### config.mk
export PLATFORM = sky130hd
export DESIGN_NAME = circular_dma_reader
export DESIGN_NICKNAME = d
export VERILOG_FILES = /design/src/rtl/circular_dma_pkg.sv /design/src/rtl/circular_dma_reader_fsm.sv /design/src/rtl/circular_dma_reader.sv
export SDC_FILE = /design/constraint.sdc
export NUM_CORES = 1
export LEC_CHECK = 0
export CELL_PAD_IN_SITES_DETAIL_PLACEMENT = 1
export CELL_PAD_IN_SITES_GLOBAL_PLACEMENT = 1
export CORE_ASPECT_RATIO = 0.8
export CORE_MARGIN = 5
export CORE_UTILIZATION = 41
export DETAILED_ROUTE_END_ITERATION = 12
export GPL_TIMING_DRIVEN = 0
export PLACE_DENSITY_LB_ADDON = 0.25
export SETUP_SLACK_MARGIN = 0.15
export SYNTH_ARGS = -nofsm -noshare
export SYNTH_HDL_FRONTEND = slang
export SYNTH_HIERARCHICAL = 1
export SYNTH_SLANG_ARGS = --single-unit
### constraint.sdc
create_clock -name clk -period 14.6 [get_ports clk]
set_input_delay 2.92 -clock clk [delete_from_list [all_inputs] [get_ports clk]]
set_output_delay 2.92 -clock clk [all_outputs]
set_load 0.02 [all_outputs]
### src/rtl/circular_dma_pkg.sv
// Shared definitions for the circular DMA blocks: FSM states, DataMover command/status layout
// and sticky status flag positions.
package circular_dma_pkg;

  typedef enum logic [2:0] {
    StIdle,
    StWaitData,
    StCmd,
    StSts,
    StError
  } mm2s_state_e;

  // DataMover command word layout
  localparam int unsigned CmdBttLsb   = 0;
  localparam int unsigned CmdBttWidth = 23;
  localparam int unsigned CmdTypeBit  = 23;
  localparam int unsigned CmdDsaLsb   = 24;
  localparam int unsigned CmdDsaWidth = 6;
  localparam int unsigned CmdEofBit   = 30;
  localparam int unsigned CmdDrrBit   = 31;
  localparam int unsigned CmdSaddrLsb = 32;
  localparam int unsigned CmdTagWidth = 4;

  localparam logic TYPE_INCR = 1'b1;

  // DataMover status byte layout
  localparam int unsigned StsTagLsb    = 0;
  localparam int unsigned StsInterrBit = 4;
  localparam int unsigned StsDecerrBit = 5;
  localparam int unsigned StsSlverrBit = 6;
  localparam int unsigned StsOkayBit   = 7;

  // status_flags bit positions, common to the S2MM and MM2S sides
  localparam int unsigned FlagInterr      = 0;
  localparam int unsigned FlagSlverr      = 1;
  localparam int unsigned FlagDecerr      = 2;
  localparam int unsigned FlagTagMismatch = 3;

endpackage

### src/rtl/circular_dma_reader_fsm.sv
// Command/status sequencer for the circular MM2S reader: computes wrap-aware chunks, issues
// DataMover read commands and advances the read offset on good status.
module circular_dma_reader_fsm
  import circular_dma_pkg::*;
#(
  parameter int unsigned C_ADDR_WIDTH = 32,
  parameter int unsigned C_AXIS_WIDTH = 64,
  parameter int unsigned C_MAX_BURST  = 16
) (
  input  logic                    clk,
  input  logic                    rst,
  input  logic                    enable,
  input  logic [C_ADDR_WIDTH-1:0] mem_base,
  input  logic [31:0]             mem_size,
  input  logic [31:0]             write_offset,
  output logic [31:0]             read_offset,
  output logic [31:0]             bytes_read,
  output logic [3:0]              status_flags,
  output logic                    irq_set,
  input  logic [7:0]              sts_tdata,
  input  logic                    sts_tvalid,
  output logic                    sts_tready,
  output logic [C_ADDR_WIDTH+39:0] cmd_tdata,
  output logic                    cmd_tvalid,
  input  logic                    cmd_tready
);

  localparam logic [31:0] MaxChunk = 32'(C_MAX_BURST * (C_AXIS_WIDTH / 8));

  mm2s_state_e state_q, state_d;
  logic        enable_q;
  logic [31:0] read_offset_q, bytes_read_q, chunk_q;
  logic [3:0]  flags_q, tag_q;

  logic [31:0] avail, room, chunk_calc, off_sum, off_next;
  logic        start, sts_hs, tag_match, sts_ok;
  logic [3:0]  err_flags;

  always_comb begin
    avail = (write_offset >= read_offset_q) ? write_offset - read_offset_q
                                            : mem_size - read_offset_q + write_offset;
    room       = mem_size - read_offset_q;
    chunk_calc = avail;
    if (chunk_calc > MaxChunk) chunk_calc = MaxChunk;
    if (chunk_calc > room) chunk_calc = room;
  end

  assign start     = (state_q == StIdle) && enable && !enable_q;
  assign sts_hs    = (state_q == StSts) && sts_tvalid;
  assign tag_match = sts_tdata[StsTagLsb +: 4] == tag_q;
  assign sts_ok    = sts_tdata[StsOkayBit] && tag_match;
  assign off_sum   = read_offset_q + chunk_q;
  assign off_next  = (off_sum == mem_size) ? '0 : off_sum;

  always_comb begin
    err_flags                  = '0;
    err_flags[FlagTagMismatch] = !tag_match;
    err_flags[FlagDecerr]      = sts_tdata[StsDecerrBit];
    err_flags[FlagSlverr]      = sts_tdata[StsSlverrBit];
    err_flags[FlagInterr]      = sts_tdata[StsInterrBit];
  end

  always_ff @(posedge clk) begin
    if (rst) state_q <= StIdle;
    else     state_q <= state_d;
  end

  // Once a command is presented it always runs to its status before honouring !enable.
  always_comb begin
    state_d = state_q;
    unique case (state_q)
      StIdle:     if (start) state_d = StWaitData;
      StWaitData: begin
        if (!enable)          state_d = StIdle;
        else if (avail != '0) state_d = StCmd;
      end
      StCmd:      if (cmd_tready) state_d = StSts;
      StSts: begin
        if (sts_tvalid) begin
          if (!sts_ok)      state_d = StError;
          else if (enable)  state_d = StWaitData;
          else              state_d = StIdle;
        end
      end
      StError:    if (!enable) state_d = StIdle;
      default:    state_d = StIdle;
    endcase
  end

  always_ff @(posedge clk) begin
    if (rst) begin
      enable_q      <= 1'b0;
      read_offset_q <= '0;
      bytes_read_q  <= '0;
      chunk_q       <= '0;
      flags_q       <= '0;
      tag_q         <= '0;
    end else begin
      enable_q <= enable;
      if (start) begin
        read_offset_q <= '0;
        bytes_read_q  <= '0;
        flags_q       <= '0;
      end
      if (state_q == StWaitData && enable && avail != '0) chunk_q <= chunk_calc;
      if (sts_hs) begin
        if (sts_ok) begin
          read_offset_q <= off_next;
          bytes_read_q  <= bytes_read_q + chunk_q;
          tag_q         <= tag_q + 4'd1;
        end else begin
          flags_q <= flags_q | err_flags;
        end
      end
    end
  end

  always_comb begin
    cmd_tdata                                = '0;
    cmd_tdata[CmdBttLsb +: CmdBttWidth]      = chunk_q[CmdBttWidth-1:0];
    cmd_tdata[CmdTypeBit]                    = TYPE_INCR;
    cmd_tdata[CmdDsaLsb +: CmdDsaWidth]      = '0;
    cmd_tdata[CmdEofBit]                     = 1'b1;
    cmd_tdata[CmdDrrBit]                     = 1'b0;
    cmd_tdata[CmdSaddrLsb +: C_ADDR_WIDTH]   = mem_base + C_ADDR_WIDTH'(read_offset_q);
    cmd_tdata[CmdSaddrLsb + C_ADDR_WIDTH +: CmdTagWidth] = tag_q;
    cmd_tvalid = (state_q == StCmd);
    sts_tready = (state_q == StSts);
    // Drained means the offset after this completion has caught up with the producer.
    irq_set    = sts_hs && (!sts_ok || off_next == write_offset);
  end

  assign read_offset  = read_offset_q;
  assign bytes_read   = bytes_read_q;
  assign status_flags = flags_q;

endmodule

### src/rtl/circular_dma_reader.sv
// Circular-buffer MM2S reader: streams DataMover read data straight through to the consumer
// and raises a level interrupt when the buffer drains or a read fails.
module circular_dma_reader
  import circular_dma_pkg::*;
#(
  parameter int unsigned C_ADDR_WIDTH = 32,
  parameter int unsigned C_AXIS_WIDTH = 64,
  parameter int unsigned C_MAX_BURST  = 16
) (
  input  logic                     clk,
  input  logic                     rst,
  input  logic                     enable,
  input  logic                     clear_irq,
  output logic                     irq,
  output logic [3:0]               status_flags,
  input  logic [C_ADDR_WIDTH-1:0]  mem_base,
  input  logic [31:0]              mem_size,
  input  logic [31:0]              write_offset,
  output logic [31:0]              read_offset,
  output logic [31:0]              bytes_read,
  input  logic [C_AXIS_WIDTH-1:0]  s_axis_mm2s_tdata,
  input  logic                     s_axis_mm2s_tlast,
  input  logic                     s_axis_mm2s_tvalid,
  output logic                     s_axis_mm2s_tready,
  input  logic [7:0]               s_axis_mm2s_sts_tdata,
  input  logic                     s_axis_mm2s_sts_tkeep,
  input  logic                     s_axis_mm2s_sts_tlast,
  input  logic                     s_axis_mm2s_sts_tvalid,
  output logic                     s_axis_mm2s_sts_tready,
  output logic [C_AXIS_WIDTH-1:0]  m_axis_mm2s_tdata,
  output logic                     m_axis_mm2s_tlast,
  output logic                     m_axis_mm2s_tvalid,
  input  logic                     m_axis_mm2s_tready,
  output logic [C_ADDR_WIDTH+39:0] m_axis_mm2s_cmd_tdata,
  output logic                     m_axis_mm2s_cmd_tvalid,
  input  logic                     m_axis_mm2s_cmd_tready
);

  logic irq_set, irq_q;
  logic unused_sts;

  // Status is a single-beat packet; keep/last carry no extra information.
  assign unused_sts = ^{s_axis_mm2s_sts_tkeep, s_axis_mm2s_sts_tlast};

  assign m_axis_mm2s_tdata  = s_axis_mm2s_tdata;
  assign m_axis_mm2s_tlast  = s_axis_mm2s_tlast;
  assign m_axis_mm2s_tvalid = s_axis_mm2s_tvalid;
  assign s_axis_mm2s_tready = m_axis_mm2s_tready;

  circular_dma_reader_fsm #(
    .C_ADDR_WIDTH (C_ADDR_WIDTH),
    .C_AXIS_WIDTH (C_AXIS_WIDTH),
    .C_MAX_BURST  (C_MAX_BURST)
  ) u_fsm (
    .clk          (clk),
    .rst          (rst),
    .enable       (enable),
    .mem_base     (mem_base),
    .mem_size     (mem_size),
    .write_offset (write_offset),
    .read_offset  (read_offset),
    .bytes_read   (bytes_read),
    .status_flags (status_flags),
    .irq_set      (irq_set),
    .sts_tdata    (s_axis_mm2s_sts_tdata),
    .sts_tvalid   (s_axis_mm2s_sts_tvalid),
    .sts_tready   (s_axis_mm2s_sts_tready),
    .cmd_tdata    (m_axis_mm2s_cmd_tdata),
    .cmd_tvalid   (m_axis_mm2s_cmd_tvalid),
    .cmd_tready   (m_axis_mm2s_cmd_tready)
  );

  // A set in the same cycle as clear_irq takes priority.
  always_ff @(posedge clk) begin
    if (rst)            irq_q <= 1'b0;
    else if (irq_set)   irq_q <= 1'b1;
    else if (clear_irq) irq_q <= 1'b0;
  end

  assign irq = irq_q;

endmodule
==> results.cfg, run 1 <==
[global_routing]
grt.total_usage = 0.319
grt_max_degree = 19
antenna_found_initial = 1
grt-ovfl-total = 0
first_global_vias = 19900
grt_pass1_wl_mm = 118

[die]
die_area_sq_um = 46400
dieWidth_microns = 240
die_h_microns = 194
num_io_pins = 389
fp-row-count = 67
start_util = 0.414
core-area_sq_um = 41700

[power]
p_clk_frac = 0.201
seq_power_share = 0.248
power_leakage_nw = 9.31
powerDensity_nw_per_um2 = 64.1
switching_power_w = 0.000628
swShare = 0.456
p_int_w = 0.000749
ir_drop_v = 0.0000525
p_comb_frac = 0.551
fin_total_pwr_w = 0.00138

[layout]
syn_to_final_growth_pct = 24.3
diodes = 0
finalNonFillerCells = 3239
multi_input_area_sq_um = 13500
nFillCells = 5298
layout-drive-gt1-share = 0.0737
regArea_sq_um = 2180
nets = 3090

[logic_synthesis]
synth_area_sq_um = 17300
synth_top_cell_by_area = ha_1
netlist-cell-type-count = 112
ys_warn_count = 6
synth_commonest_cells = ha_1 (223), a21oi_1 (217), nor2_1 (186)
seq_area_frac_synth = 0.126
synth_top_area_frac = 0.162
postSynthAreaPerCell_sq_um = 7.41
ys_async_sr_fraction = 0
synth-edff-count = 0
synthFlopType = dfxtp_1
synthCells = 2330
synth_seq_cells = 109
synthTopCellsByArea = ha_1 (16%), dfxtp_1 (13%), a21oi_1 (6.3%), xnor2_1 (5.3%), buf_4 (4.6%)
synth.most_common_cell = ha_1

[status]
run_status = finished, violations left
violations = slew limit

[timing]
slew_viol_final = 3
fin_skew_ps = 11.3
rsz0062_at_grt = false
slew_headroom = -0.115
fmax_mhz = 71.6
setup_viol = 0
post-route-period-util = 0.957
period_needed_ps = 13970
worst_pin_slew_ps = 1630
final-hold-violation-count = 0
tns_ps = 0

[setup_path]
crit_path_frequent_cell = o21a_1
cp-end-kind = flop
slowest_delay_ps = 540
startpoint_type = input port
path_max_fanout = 8
cp.arrival_ps = 14280
path_class = in2reg
crit_slowest_cell = a2111oi_0
required_ps = 14910

[placed_design]
placed_cells_incl_taps = 3223
gp_congestion = 0.967
hpwl_mm = 66.2
io_buffers = 306

[route]
drt_iter0_drc = 1477
vias_per_cell = 6.02
wl_mm = 78.1
ant_nets = 0
post_drt_wl_per_cell_microns = 24.1
firstDrtPassIters = 5
vias = 19500
drcViolationCount = 0

[clocking]
cts_setup_buffers = 0
ctsLongestPathBuffers = 2
numCtsBuffers = 9
clk_latency_ps = 400
clk_pin_slew_worst_paths_ps = 80
post_cts_resized = 0
htreeDepth = 3
cts_hold_buf = 0
cts_tree = done
cts-root-buf = clkbuf_16
clkSinkCount = 109

[flow_run]
cap_viol_max_count = 0

[hold_path]
min_path_type = reg2reg
## routing by layer
layer,track usage,share of wire,vias to the layer above,routed length (microns)
met5,0,0.00026,-,20
met4,0.0868,0.029,2,2240
met3,0.0538,0.065,109,5100
met2,0.520,0.46,601,35600
met1,0.437,0.45,9675,35200
li1,-,-,9122,-
## flip-flops by register name, indices dropped and copies added, names as in the netlist
name and cells:
irq 1, u_fsm/bytes_read 32, u_fsm/chunk_q 32, u_fsm/enable_q 1, u_fsm/read_offset 32, u_fsm/state_q 3, u_fsm/status_flags 4, u_fsm/tag_q 4
## cell families after synthesis
| kind of cell | after synthesis | share of synthesized area |
|---|---|---|
| multiplexers | 20 | 0.0122 |
| flip-flops | 109 | 0.126 |
| other | 2 | 0.000435 |
| AND/OR/NAND/NOR | 713 | 0.207 |
| XOR/XNOR | 186 | 0.100 |
| buffers and inverters | 331 | 0.0983 |
| adder cells (fa/ha/maj) | 229 | 0.168 |
| AO/OA/AOI/OAI | 740 | 0.286 |
## path summary, 6_finish.rpt
path / from / end / slack, ps / cells past startpoint
min reg2reg: u_fsm/bytes_read[0] / u_fsm/bytes_read[0] / 490 / 2
max: mem_size[0] / u_fsm/chunk_q[2] / 630 / 47
max reg2reg: u_fsm/read_offset[0] / u_fsm/chunk_q[2] / 2940 / 45
min: u_fsm/bytes_read[0] / u_fsm/bytes_read[0] / 490 / 2
## placed cells by master, fill, tap and decap left out, drive strengths merged, types with 18 or more instances in the layout
master,count
o21a,29
o21ai,127
nand4,58
a21o,96
a21oi,219
a211oi,22
a31oi,24
buf,122
and3,18
nand2,154
xor2,75
o21bai,21
dfxtp,109
clkbuf,73
nor2b,28
a22oi,48
xnor2,106
ha,223
conb,37
nor3,55
clkdlybuf4s50,306
nand2b,25
nor2,186
nor4,22
nand3,79
inv,149
## final cells by class
type | instances | share of cell area
plain buffers | 185 | 0.0536
repair buffers | 306 | 0.143
clock inverters | 6 | 0.00320
multi-input cells | 1925 | 0.631
well taps | 552 | 0.0322
flip-flops and latches | 109 | 0.102
clock buffers | 10 | 0.0107
inverters | 146 | 0.0255
## critical path, delay by kind of cell
family,cells,cell delay (ps)
XOR/XNOR,1,350
buffers and inverters,5,1000
AND/OR/NAND/NOR,12,2380
adder cells (fa/ha/maj),4,1140
AO/OA/AOI/OAI,25,6470
## power groups by stage
| stage | Clock [W] | Sequential, W | Combinational [W] |
|---|---|---|---|
| detailed placement | 0 | 0.000348 | 0.000737 |
| CTS | 0.000282 | 0.000341 | 0.000741 |
| floorplan | 0 | 0.000332 | 0.000480 |
| finish | 0.000277 | 0.000341 | 0.000759 |
| global route | 0.000290 | 0.000342 | 0.000810 |
| global placement | 0 | 0.000348 | 0.000716 |
## stage by stage
stage	area (sq um)	worst slack (ps)	hold WS, ps	util
2_1_floorplan	17400	3830	470	-
3_3_place_gp	21200	691	472	0.507
3_5_place_dp	21200	641	483	0.507
4_1_cts	21500	966	496	0.514
5_1_grt	21500	165	516	0.514
6_report	21500	632	491	0.514
Note: power is estimated with default switching activity, not from simulation.
==> run 2, diff against run 1 <==
- clock period: 14.6 -> 17.7 ns (I/O delays scaled with it)
==> results of run 2 <==
The final DEF is identical to that of run 1. Status: finished, violations left: slew limit.
Among the figures that moved: setup slack after placement 641 ps -> 3120 ps; setup slack after layout 632 ps -> 3110 ps; register-to-register setup slack 2940 ps -> 6040 ps; total power 0.00138 W -> 0.00114 W; worst IR drop on VDD 0.0000525 V -> 0.0000433 V
==> run 3, diff against run 2 <==
- CORE_UTILIZATION: 41 -> 38
- clock period: 17.7 -> 14.4 ns (I/O delays scaled with it)
==> results.cfg, run 3 (synthesis gave the netlist of run 1 again) <==
[setup_path]
startpoint_type = input port
path_max_fanout = 8
required_ps = 14710
cp.arrival_ps = 14020
crit_slowest_cell = a2111oi_0
cp-end-kind = flop
crit_path_frequent_cell = o21a_1
path_class = in2reg
slowest_delay_ps = 490

[global_routing]
grt-ovfl-total = 0
grt_pass1_wl_mm = 118
grt.total_usage = 0.299
grt_max_degree = 18
first_global_vias = 19700
antenna_found_initial = 0

[route]
wl_mm = 78.5
post_drt_wl_per_cell_microns = 23.9
drcViolationCount = 0
firstDrtPassIters = 7
vias_per_cell = 5.94
drt_iter0_drc = 1626
vias = 19500
ant_nets = 0

[layout]
diodes = 0
nets = 3091
syn_to_final_growth_pct = 24.9
nFillCells = 5676
layout_commonest_cell = clkdlybuf4s50_1
mostFrequentLayoutCells = clkdlybuf4s50_1 (306), ha_1 (223), a21oi_1 (217)
fin_area_sq_um = 21600
multi_input_area_sq_um = 13600
layout-drive-gt1-share = 0.0748
regArea_sq_um = 2180

[clocking]
numCtsBuffers = 9
clkSinkCount = 109
cts_tree = done
ctsLongestPathBuffers = 2
clk_pin_slew_worst_paths_ps = 80
clk_latency_ps = 400
cts-root-buf = clkbuf_16
htreeDepth = 3

[power]
ir_drop_v = 0.0000668
power_leakage_nw = 9.33
powerDensity_nw_per_um2 = 65.5

[timing]
hold_ws_ps = 495
tns_ps = 0
setup_slack_ps = 695
post-route-period-util = 0.952
slew_headroom = -0.175
worst_pin_slew_ps = 1720
final-hold-violation-count = 0
period_needed_ps = 13700
slew_viol_final = 3
rsz0062_at_grt = false
fmax_mhz = 73.0
setup_viol = 0
fin_skew_ps = 11.1

[placed_design]
hpwl_mm = 66.7
dp_slack_ps = 166
io_buffers = 306
placedInstanceArea_sq_um = 21200
gp_congestion = 0.989

[status]
violations = slew limit
run_status = finished, violations left

[hold_path]
min_path_type = reg2reg

[die]
die_area_sq_um = 49900
dieWidth_microns = 248
core-area_sq_um = 44700
start_util = 0.386
die_h_microns = 201
fp-row-count = 69
num_io_pins = 389

[flow_run]
cap_viol_max_count = 0
-- run 3: cell count changes in the layout (fill, tap and decap cells not counted), sizes merged --
cell,change
buf,+1
bufinv,+1
clkbuf,+1
clkinv,-1
clkinvlp,-1
inv,-1
-- run 3: report_power, final --
group,switching (W),total [W],internal (W)
clock network,0.000135,0.000293,0.000158
logic,0.000466,0.000773,0.000307
registers,0.0000307,0.000346,0.000316
-- run 3: cell type report --
cell class	instances	share of cell area
plain buffers	185	0.0533
flip-flops and latches	109	0.101
well taps	603	0.0350
multi-input cells	1925	0.628
repair buffers	307	0.142
clock inverters	4	0.00360
inverters	146	0.0254
clock buffers	11	0.0112
-- run 3: stage by stage --
step           instances  power, W  utilization
3_3_place_gp        3274   0.00108        0.475
3_5_place_dp        3274   0.00110        0.475
4_1_cts             3289   0.00140        0.482
2_1_floorplan       2365  0.000822            -
6_report            3290   0.00141        0.483
5_1_grt             3290   0.00148        0.483
-- run 3: metal layers --
layer	global-route usage	up-vias	part of all wire
li1	-	9138	-
met1	0.419	9589	0.45
met2	0.484	696	0.45
met3	0.0379	112	0.065
met4	0.0816	0	0.028
met5	0	-	0
-- run 3: final timing paths --
| path | from | end | slack, ps | cells past startpoint |
|---|---|---|---|---|
| max | mem_size[0] | u_fsm/chunk_q[4] | 700 | 48 |
| min | irq | irq | 490 | 2 |
| max reg2reg | u_fsm/read_offset[0] | u_fsm/chunk_q[4] | 2960 | 46 |
| min reg2reg | irq | irq | 490 | 2 |
-- run 3: critical path, delay by kind of cell --
kind                       cells  cell delay, ps
and+or+nand+nor               12            2370
adders and majority gates      4            1100
buffers and inverters          6            1280
xor gates and xnor gates       1             320
AOI/OAI and AO/OA             25            5980
-- run 3: what timing repair did --
action | 4_1_cts | 5_1_grt
gates resized for setup | 0 | 3
setup buffers | 0 | 1
hold buffers | 0 | 0
setup endpoints to repair | 0 | 26
endpoints found under the hold margin | 0 | 0
